File: src/rtl/egress_scheduler_pkg.sv
// rtl/egress_scheduler_pkg.sv - shared types and constants for the egress frame scheduler
package egress_scheduler_pkg;

    typedef enum logic [1:0] {
        S_IDLE  = 2'd0,
        S_FRAME = 2'd1,
        S_DRAIN = 2'd2,
        S_GAP   = 2'd3
    } state_type;

    localparam int BEAT_WIDTH = 9;
    localparam int LAST_BIT   = 8;

    function automatic int wrap_next(input int idx, input int limit);
        return (idx >= limit - 1) ? 0 : idx + 1;
    endfunction

endpackage

File: src/rtl/round_robin_picker.sv
// rtl/round_robin_picker.sv - combinational first-set search starting at pointer, with wrap
module round_robin_picker #(
    parameter int SOURCES = 4,
    parameter int PW      = $clog2(SOURCES)
) (
    input  logic [SOURCES-1:0] request,
    input  logic [PW-1:0]      pointer,
    output logic               found,
    output logic [PW-1:0]      index
);

    int          cand;
    logic [PW-1:0] cand_idx;

    // Scan from farthest to nearest so the nearest requester wins the last write.
    always_comb begin
        found    = 1'b0;
        index    = '0;
        cand     = 0;
        cand_idx = '0;
        for (int i = SOURCES - 1; i >= 0; i--) begin
            cand = int'(pointer) + i;
            if (cand >= SOURCES) begin
                cand = cand - SOURCES;
            end
            cand_idx = PW'(cand);
            if (request[cand_idx]) begin
                found = 1'b1;
                index = cand_idx;
            end
        end
    end

endmodule

File: src/rtl/egress_frame_scheduler.sv
// rtl/egress_frame_scheduler.sv - frame-granular round-robin egress scheduler with truncation and gap
// Optional per-source frame / truncation statistics: EGRESS_SCHEDULER_STATS_EN.
module egress_frame_scheduler
    import egress_scheduler_pkg::*;
#(
    parameter int SOURCES         = 4,
    parameter int MAX_FRAME_BYTES = 1522,
    parameter int GAP_CYCLES      = 12
) (
    input  logic                          clock,
    input  logic                          reset,
    input  logic [SOURCES-1:0]            request,
    input  logic [SOURCES*BEAT_WIDTH-1:0] data,
    input  logic [SOURCES-1:0]            data_enable,
    input  logic                          egress_ready,
    output logic [SOURCES-1:0]            grant,
    output logic [BEAT_WIDTH-1:0]         push_data,
    output logic                          push_data_valid,
    output logic                          truncated,
    output logic                          busy
`ifdef EGRESS_SCHEDULER_STATS_EN
    ,
    output logic [SOURCES*32-1:0]         frame_count,
    output logic [31:0]                   truncate_count
`endif
);

    localparam int PW  = $clog2(SOURCES);
    localparam int BCW = $clog2(MAX_FRAME_BYTES + 1);
    localparam int GCW = (GAP_CYCLES > 0) ? $clog2(GAP_CYCLES + 1) : 1;

    localparam logic [BCW-1:0] TRUNC_AT   = BCW'(MAX_FRAME_BYTES - 1);
    localparam logic [GCW-1:0] GAP_LAST   = GCW'((GAP_CYCLES > 0) ? GAP_CYCLES - 1 : 0);
    localparam state_type      EXIT_STATE = (GAP_CYCLES > 0) ? S_GAP : S_IDLE;

    state_type             state, state_next;
    logic [PW-1:0]         pointer, pointer_next;
    logic [PW-1:0]         sel, sel_next;
    logic [BCW-1:0]        byte_count, byte_count_next;
    logic [GCW-1:0]        gap_count, gap_count_next;
    logic [SOURCES-1:0]    grant_next;
    logic [BEAT_WIDTH-1:0] push_data_next;
    logic                  push_data_valid_next;
    logic                  truncated_next;
    logic                  busy_next;
    logic                  finish_frame;
    logic                  trunc_event;

    logic                  pick_found;
    logic [PW-1:0]         pick_index;

    logic [BEAT_WIDTH-1:0] beat_array [SOURCES];
    logic [BEAT_WIDTH-1:0] cur_beat;
    logic                  cur_enable;
    logic                  cur_last;
    logic [PW-1:0]         sel_wrap;

    for (genvar g = 0; g < SOURCES; g++) begin : g_unpack
        assign beat_array[g] = data[g*BEAT_WIDTH +: BEAT_WIDTH];
    end

    assign cur_beat   = beat_array[sel];
    assign cur_enable = data_enable[sel];
    assign cur_last   = cur_beat[LAST_BIT];
    assign sel_wrap   = PW'(wrap_next(int'(sel), SOURCES));

    round_robin_picker #(
        .SOURCES (SOURCES),
        .PW      (PW)
    ) u_picker (
        .request (request),
        .pointer (pointer),
        .found   (pick_found),
        .index   (pick_index)
    );

    always_ff @(posedge clock) begin
        if (reset) begin
            state           <= S_IDLE;
            pointer         <= '0;
            sel             <= '0;
            byte_count      <= '0;
            gap_count       <= '0;
            grant           <= '0;
            push_data       <= '0;
            push_data_valid <= 1'b0;
            truncated       <= 1'b0;
            busy            <= 1'b0;
        end else begin
            state           <= state_next;
            pointer         <= pointer_next;
            sel             <= sel_next;
            byte_count      <= byte_count_next;
            gap_count       <= gap_count_next;
            grant           <= grant_next;
            push_data       <= push_data_next;
            push_data_valid <= push_data_valid_next;
            truncated       <= truncated_next;
            busy            <= busy_next;
        end
    end

    always_comb begin
        state_next           = state;
        pointer_next         = pointer;
        sel_next             = sel;
        byte_count_next      = byte_count;
        gap_count_next       = gap_count;
        grant_next           = grant;
        push_data_next       = '0;
        push_data_valid_next = 1'b0;
        truncated_next       = 1'b0;
        finish_frame         = 1'b0;
        trunc_event          = 1'b0;

        case (state)
            S_IDLE: begin
                if (egress_ready && pick_found) begin
                    sel_next               = pick_index;
                    grant_next             = '0;
                    grant_next[pick_index] = 1'b1;
                    byte_count_next        = '0;
                    state_next             = S_FRAME;
                end
            end
            S_FRAME: begin
                if (cur_enable) begin
                    push_data_next       = cur_beat;
                    push_data_valid_next = 1'b1;
                    byte_count_next      = byte_count + 1'b1;
                    if (cur_last) begin
                        finish_frame = 1'b1;
                    end else if (byte_count == TRUNC_AT) begin
                        // Close the frame downstream now; the source's tail is discarded in S_DRAIN.
                        push_data_next[LAST_BIT] = 1'b1;
                        truncated_next           = 1'b1;
                        trunc_event              = 1'b1;
                        state_next               = S_DRAIN;
                    end
                end
            end
            S_DRAIN: begin
                if (cur_enable && cur_last) begin
                    finish_frame = 1'b1;
                end
            end
            S_GAP: begin
                if (gap_count == GAP_LAST) begin
                    state_next = S_IDLE;
                end else begin
                    gap_count_next = gap_count + 1'b1;
                end
            end
            default: state_next = S_IDLE;
        endcase

        if (finish_frame) begin
            grant_next     = '0;
            pointer_next   = sel_wrap;
            gap_count_next = '0;
            state_next     = EXIT_STATE;
        end

        busy_next = (state_next != S_IDLE);
    end

`ifdef EGRESS_SCHEDULER_STATS_EN
    logic [31:0] frame_cnt [SOURCES];
    logic [31:0] trunc_cnt;

    always_ff @(posedge clock) begin
        if (reset) begin
            for (int i = 0; i < SOURCES; i++) begin
                frame_cnt[i] <= '0;
            end
            trunc_cnt <= '0;
        end else begin
            if (finish_frame && (frame_cnt[sel] != 32'hFFFF_FFFF)) begin
                frame_cnt[sel] <= frame_cnt[sel] + 32'd1;
            end
            if (trunc_event && (trunc_cnt != 32'hFFFF_FFFF)) begin
                trunc_cnt <= trunc_cnt + 32'd1;
            end
        end
    end

    for (genvar g = 0; g < SOURCES; g++) begin : g_stats
        assign frame_count[g*32 +: 32] = frame_cnt[g];
    end
    assign truncate_count = trunc_cnt;
`else
    logic unused_stats;
    assign unused_stats = finish_frame ^ trunc_event;
`endif

endmodule

File: config.mk
export PLATFORM = sky130hd
export DESIGN_NAME = egress_frame_scheduler
export DESIGN_NICKNAME = d
export VERILOG_FILES = /design/src/rtl/egress_scheduler_pkg.sv /design/src/rtl/round_robin_picker.sv /design/src/rtl/egress_frame_scheduler.sv
export SDC_FILE = /design/constraint.sdc
export NUM_CORES = 1
export LEC_CHECK = 0
export CAP_MARGIN = 0
export CORE_MARGIN = 1
export CORE_UTILIZATION = 45
export DETAILED_ROUTE_END_ITERATION = 16
export GPL_TIMING_DRIVEN = 0
export PLACE_DENSITY = 0.79
export SLEW_MARGIN = 20
export SYNTH_ARGS = -nofsm -noshare
export SYNTH_HDL_FRONTEND = slang
export SYNTH_SLANG_ARGS = --single-unit
File: constraint.sdc
create_clock -name clock -period 2.9 [get_ports clock]
set_clock_uncertainty 0.2 [all_clocks]
set_input_delay 0.29 -clock clock [delete_from_list [all_inputs] [get_ports clock]]
set_output_delay 0.29 -clock clock [all_outputs]
set_load 0.02 [all_outputs]
==> results.cfg, run 1 <==
[logic_synthesis]
netlist_top_cells_count = 37 x sky130_fd_sc_hd__dfxtp_1, 20 x sky130_fd_sc_hd__nor2_1, 17 x sky130_fd_sc_hd__nand2_1
synth_top_area_share_pct = 39.4
netlist_top_cells_area = sky130_fd_sc_hd__dfxtp_1 39%, sky130_fd_sc_hd__mux4_2 12%, sky130_fd_sc_hd__ha_1 6.0%, sky130_fd_sc_hd__a21oi_1 4.3%, sky130_fd_sc_hd__nor2_1 4.0%
yosysTopAreaCell = sky130_fd_sc_hd__dfxtp_1
postSynthRegisterBits = 37
syn-cell-area_um2 = 1880
post-synth-top-count-cell = sky130_fd_sc_hd__dfxtp_1
syn_nets = 254
synth_top_flop_cell = sky130_fd_sc_hd__dfxtp_1
post_synth.cell_area_avg_um2 = 9.50
netlist-cell-type-count = 40
synth_sequential_area_ratio_pct = 39.4
synth_async_sr_flop_share_pct = 0
post_synth_inst_count = 198
synth_enable_flop_cells = 0
number_of_warning_messages_in_the_yosys_log = 0

[detailed_routing]
detailedRoute.firstIterationViolations = 110
wirelength_mm = 4.49
drt_first_pass_iters = 4
drtAntennaViolNets = 0
post_drt_wl_per_cell_um = 14.1
detailroute.via_count = 1673
remaining_drc_errors = 0
viasPerCell = 5.26

[pwr]
power.switching_fraction_pct = 26.1
power.static_leakage_nw = 0.953
clock_power_share_pct = 31.2
p_int_uw = 814
power.share.combinational_pct = 20.5
switchingPower_uw = 287
power.share.sequential_pct = 48.3
ir_drop_mv = 0.284
power.density_cell_area_nw_per_um2 = 416

[timing]
finalMaxSlewViolations = 0
final_worst_path_period_need_ns = 2.26
portion_of_the_clock_cycle_consumed_by_the_worst_path_in_the_final_layout_pct = 78.1
fin_ws_ns = 0.635
finalHoldViolations = 0
relSlewSlack_pct = 50.6
worst-slew-pin-transition_ns = 0.741
setup_tns_ns = 0
final-setup-viol-count = 0
rsz0062_at_grt = no
maxClockFrequency_mhz = 442

[place]
numPlacedInstances = 310
io_buffer_count = 62
dp_hpwl_mm = 3.47
dp_slack_ns = 0.384
gp_routability_congestion = 0.775

[critical_path]
endpoint_kind = register
r2r-start = state[0]
timing.critical_path.max_delay_family = compound AO/OA/AOI/OAI gates
crit_fanout = 9
cp_cell_sequence = inv_1 -> ha_1 -> clkbuf_1 -> nand2_1 -> o21bai_1 -> nor2_1
worstSetupPathType = register to register
cp-startpoint = state[0]
worst_setup_path_start_kind = register
critPathArrivalTime_ns = 2.21
delay_of_the_slowest_cell_on_the_worst_path_ns = 0.65
critical-path-slowest-cell = sky130_fd_sc_hd__o21bai_1
cp_num_buf_inv = 2
critPathRequiredTime_ns = 2.85

[clocking]
clk_pin_slew_ns = 0.07
clk_path_buf_depth = 2
cts_hold_repair.buffers = 0
tritoncts.num_buffers = 5
clk_root_buffer_cell = sky130_fd_sc_hd__clkbuf_8
post_cts.repair.setup_buffers = 0
tritoncts = yes
postCtsResizedCells = 0
htree_levels = 2
clk-insertion-delay-late_ns = 0.29
cts.sink_count = 37

[status]
outcome = completed

[die]
die_h_um = 66.6
num_io_pins = 63
core.rowCount = 23
die_x_um = 66.6
dieArea_um2 = 4440
initial_standard_cell_utilization_of_the_core_pct = 47.0
coreArea_um2 = 4000

[cells_and_area]
final_layout_size_suffix_gt1_share_pct = 7.84
final_cell_count_no_fill = 318
diodes = 0
design.final.nets = 323
layout-area-overhead-vs-synth_pct = 40.7
fillers = 356

[job]
maxCapViolations = 0

[grt]
grt_antenna_before_repair = 0
vias_in_the_first_global_route = 1556
pin_count_of_the_biggest_net_entering_global_routing = 12
gr-usage-all-layers_pct = 20.9
gr-total-overflow = 0
grt_first_pass_wirelength_mm = 7.02

[min_path]
holdCritPathClass = register to register
worst_hold_startpoint = grant[3]
## cells by family after synthesis
| logic type | after synthesis | synth area share (%) |
|---|---|---|
| multiplexers | 13 | 13.6 |
| flip-flops | 37 | 39.4 |
| buffers and inverters | 16 | 3.39 |
| AND/OR/NAND/NOR | 81 | 22.0 |
| XOR/XNOR | 10 | 4.66 |
| adder cells (fa/ha/maj) | 9 | 5.99 |
| AO/OA/AOI/OAI | 32 | 11.0 |
## worst min-delay path: cells and delay by family (launching register included)
| kind | cells | cell delay, ns |
|---|---|---|
| flip-flops | 1 | 0.32 |
| AND/OR/NAND/NOR | 1 | 0.05 |
| AO/OA/AOI/OAI | 1 | 0.05 |
## cell usage in the layout, fill, tap and decap left out, drive strengths merged, types with 2 or more instances in the layout
master,count
mux2i,3
ha,9
nor2b,3
and2,9
nor2,20
dfxtp,37
clkbuf,11
nor3,7
clkdlybuf4s50,62
o21ai,3
xnor2,8
or3,4
inv,7
clkinv,2
xor2,2
a21oi,16
buf,4
nand2,17
o221ai,2
nor4,3
mux4,10
nand3b,3
nand3,9
## power groups by stage
stage                     clock [mW]  sequential [mW]  combinational, mW
after floorplan                    0            0.554              0.105
after global placement             0            0.543              0.219
after detailed placement           0            0.544              0.225
after CTS                      0.356            0.532              0.225
after global routing           0.376            0.534              0.245
final                          0.344            0.532              0.226
## path summary, 6_finish.rpt
path,endpoint,slack (ns),depth (start not counted)
max,byte_count[8],0.64,6
min,grant[3],0.26,2
max reg2reg,byte_count[8],0.64,6
min reg2reg,grant[3],0.26,2
## per-stage QoR
stage	cell area [um2]	power [mW]	util [%]	hold slack, ns
global placement	2560	0.763	64.1	0.244
detailed placement	2560	0.768	64.1	0.246
floorplan	1880	0.660	-	0.231
global route	2650	1.15	66.2	0.297
CTS	2650	1.11	66.2	0.260
finish	2650	1.10	66.2	0.262
## layout make-up
type / instances / area [um2] / area share, %
Buffer: 9 / 37.5 / 1.42
Multi-Input combinational cell: 145 / 1080 / 40.7
Sequential cell: 37 / 741 / 28.0
Tap cell: 50 / 62.6 / 2.36
Clock inverter: 2 / 10.0 / 0.378
Inverter: 7 / 26.3 / 0.993
Clock buffer: 6 / 72.6 / 2.74
Timing Repair Buffer: 62 / 621 / 23.5
## metal layers
metal / GRT usage (%) / part of all wire, % / vias up
met5: 0 / 0 / -
met2: 35.9 / 52 / 33
met4: 8.78 / 1.2 / 0
met1: 25.1 / 43 / 793
met3: 4.45 / 3.3 / 5
li1: - / - / 842
## sequential cells by signal (all words and copies together) (netlist names)
signal / flops
byte_count: 11
push_data: 9
gap_count: 4
grant: 4
pointer: 2
sel: 2
state: 2
busy: 1
push_data_valid: 1
truncated: 1
Note: power is estimated with default switching activity, not from simulation.
==> inputs of run 2 (changes only) <==
- clock period: 2.9 -> 2.3 ns (I/O delays scaled with it)
==> run 2 against run 1 <==
Effect of this change:
- via count increased by 0.30%
- sequential share of layout area decreased by 0.17 points
- cell area increased by 0.61%
- global-route usage unchanged
- sequential cell count unchanged
- critical path type unchanged
- largest cell class unchanged
- largest power group unchanged
==> results.cfg, run 2 (synthesis results as in run 1) <==
[critical_path]
crit_fanout = 10
critPathArrivalTime_ns = 2.23
worstSetupPathType = register to register
critPathRequiredTime_ns = 2.31
worst_setup_path_start_kind = register
endpoint_kind = register

[grt]
vias_in_the_first_global_route = 1556
grt_antenna_before_repair = 0
grt_first_pass_wirelength_mm = 7.02
gr-usage-all-layers_pct = 20.9
pin_count_of_the_biggest_net_entering_global_routing = 12
gr-total-overflow = 0

[place]
place_area_um2 = 2560
io_buffer_count = 62
dp_hpwl_mm = 3.47
gp_routability_congestion = 0.775

[pwr]
report.power.total_mw = 1.39
ir_drop_mv = 0.358
power.static_leakage_nw = 0.955
power.density_cell_area_nw_per_um2 = 524

[cells_and_area]
top_register = byte_count
reg.largest.list = byte_count (11), push_data (9)
design.final.nets = 323
layout-area-overhead-vs-synth_pct = 41.6
layout.cell_area.non_filler_um2 = 2660
fillers = 355
largest_reg_flops = 11
mostFrequentLayoutCells = 62 x sky130_fd_sc_hd__clkdlybuf4s50_1, 37 x sky130_fd_sc_hd__dfxtp_1, 20 x sky130_fd_sc_hd__nor2_1
finish.utilization_pct = 66.6
diodes = 0
final_layout_size_suffix_gt1_share_pct = 8.96
most_common_cell_after_layout_fill_and_taps_aside = sky130_fd_sc_hd__clkdlybuf4s50_1

[clocking]
post_cts.repair.setup_buffers = 0
clk_path_buf_depth = 2
tritoncts.num_buffers = 5
cts.sink_count = 37
cts_hold_repair.buffers = 0
clk_pin_slew_ns = 0.07
htree_levels = 2
tritoncts = yes
clk-insertion-delay-late_ns = 0.29
postCtsResizedCells = 0
clk_root_buffer_cell = sky130_fd_sc_hd__clkbuf_8

[die]
num_io_pins = 63
die_x_um = 66.6
die_h_um = 66.6
dieArea_um2 = 4440
initial_standard_cell_utilization_of_the_core_pct = 47.0
core.rowCount = 23
coreArea_um2 = 4000

[detailed_routing]
viasPerCell = 5.28
remaining_drc_errors = 0
post_drt_wl_per_cell_um = 14.2
drtAntennaViolNets = 0
drt_first_pass_iters = 4
wirelength_mm = 4.51
detailedRoute.firstIterationViolations = 79
detailroute.via_count = 1678

[timing]
rsz0062_at_grt = no
portion_of_the_clock_cycle_consumed_by_the_worst_path_in_the_final_layout_pct = 96.3
final-setup-viol-count = 0
finalHoldViolations = 0
relSlewSlack_pct = 50.8
finalMaxSlewViolations = 0
setup_tns_ns = 0
worst-slew-pin-transition_ns = 0.738
final_worst_path_period_need_ns = 2.22
holdWs_ns = 0.262
maxClockFrequency_mhz = 451

[job]
maxCapViolations = 0

[min_path]
holdCritPathClass = register to register

[status]
outcome = completed
==> run 2: cell counts in the layout (fill, tap and decap cells not counted) <==
No cell type changed its count.
==> run 2: layout make-up <==
class                           count  area, um2  area share [%]
Clock buffer                        6       72.6            2.73
Tap cell                           50       62.6            2.35
Multi-Input combinational cell    145       1090            41.0
Inverter                            7       26.3           0.987
Timing Repair Buffer               62        621            23.3
Clock inverter                      2       10.0           0.376
Buffer                              9       37.5            1.41
Sequential cell                    37        741            27.8
==> run 2: worst paths after layout <==
kind | from | cells after the start | end | slack [ns]
max | sel[1] | 5 | busy | 0.08
min | grant[3] | 2 | grant[3] | 0.26
max reg2reg | sel[1] | 5 | busy | 0.08
min reg2reg | grant[3] | 2 | grant[3] | 0.26
==> run 2: worst max-delay path, cell delays in order (launching register included) <==
cell and delay [ns]:
sky130_fd_sc_hd__dfxtp_1 0.36, sky130_fd_sc_hd__buf_2 0.27, sky130_fd_sc_hd__mux4_2 0.40, sky130_fd_sc_hd__or3_4 0.43, sky130_fd_sc_hd__o311a_1 0.33, sky130_fd_sc_hd__a21oi_1 0.16
==> run 2: power breakdown <==
part	switching [mW]	total [mW]	internal, mW
clock network	0.226	0.436	0.210
registers	0.0117	0.671	0.659
logic	0.129	0.287	0.158
==> run 2: per-layer routing <==
layer / vias up / global-route usage [%] / share of wire (%)
met5: - / 0 / 0
met4: 0 / 8.78 / 1.2
met3: 5 / 4.45 / 3.0
met2: 29 / 35.9 / 52
met1: 801 / 25.1 / 43
li1: 843 / - / -
==> run 2: through the flow <==
| stage | std cells | worst slack (ns) |
|---|---|---|
| after floorplan | 198 | 0.290 |
| after global placement | 310 | -0.0966 |
| after detailed placement | 310 | -0.156 |
| after CTS | 318 | 0.0573 |
| after global routing | 318 | 0.00257 |
| final | 318 | 0.0848 |
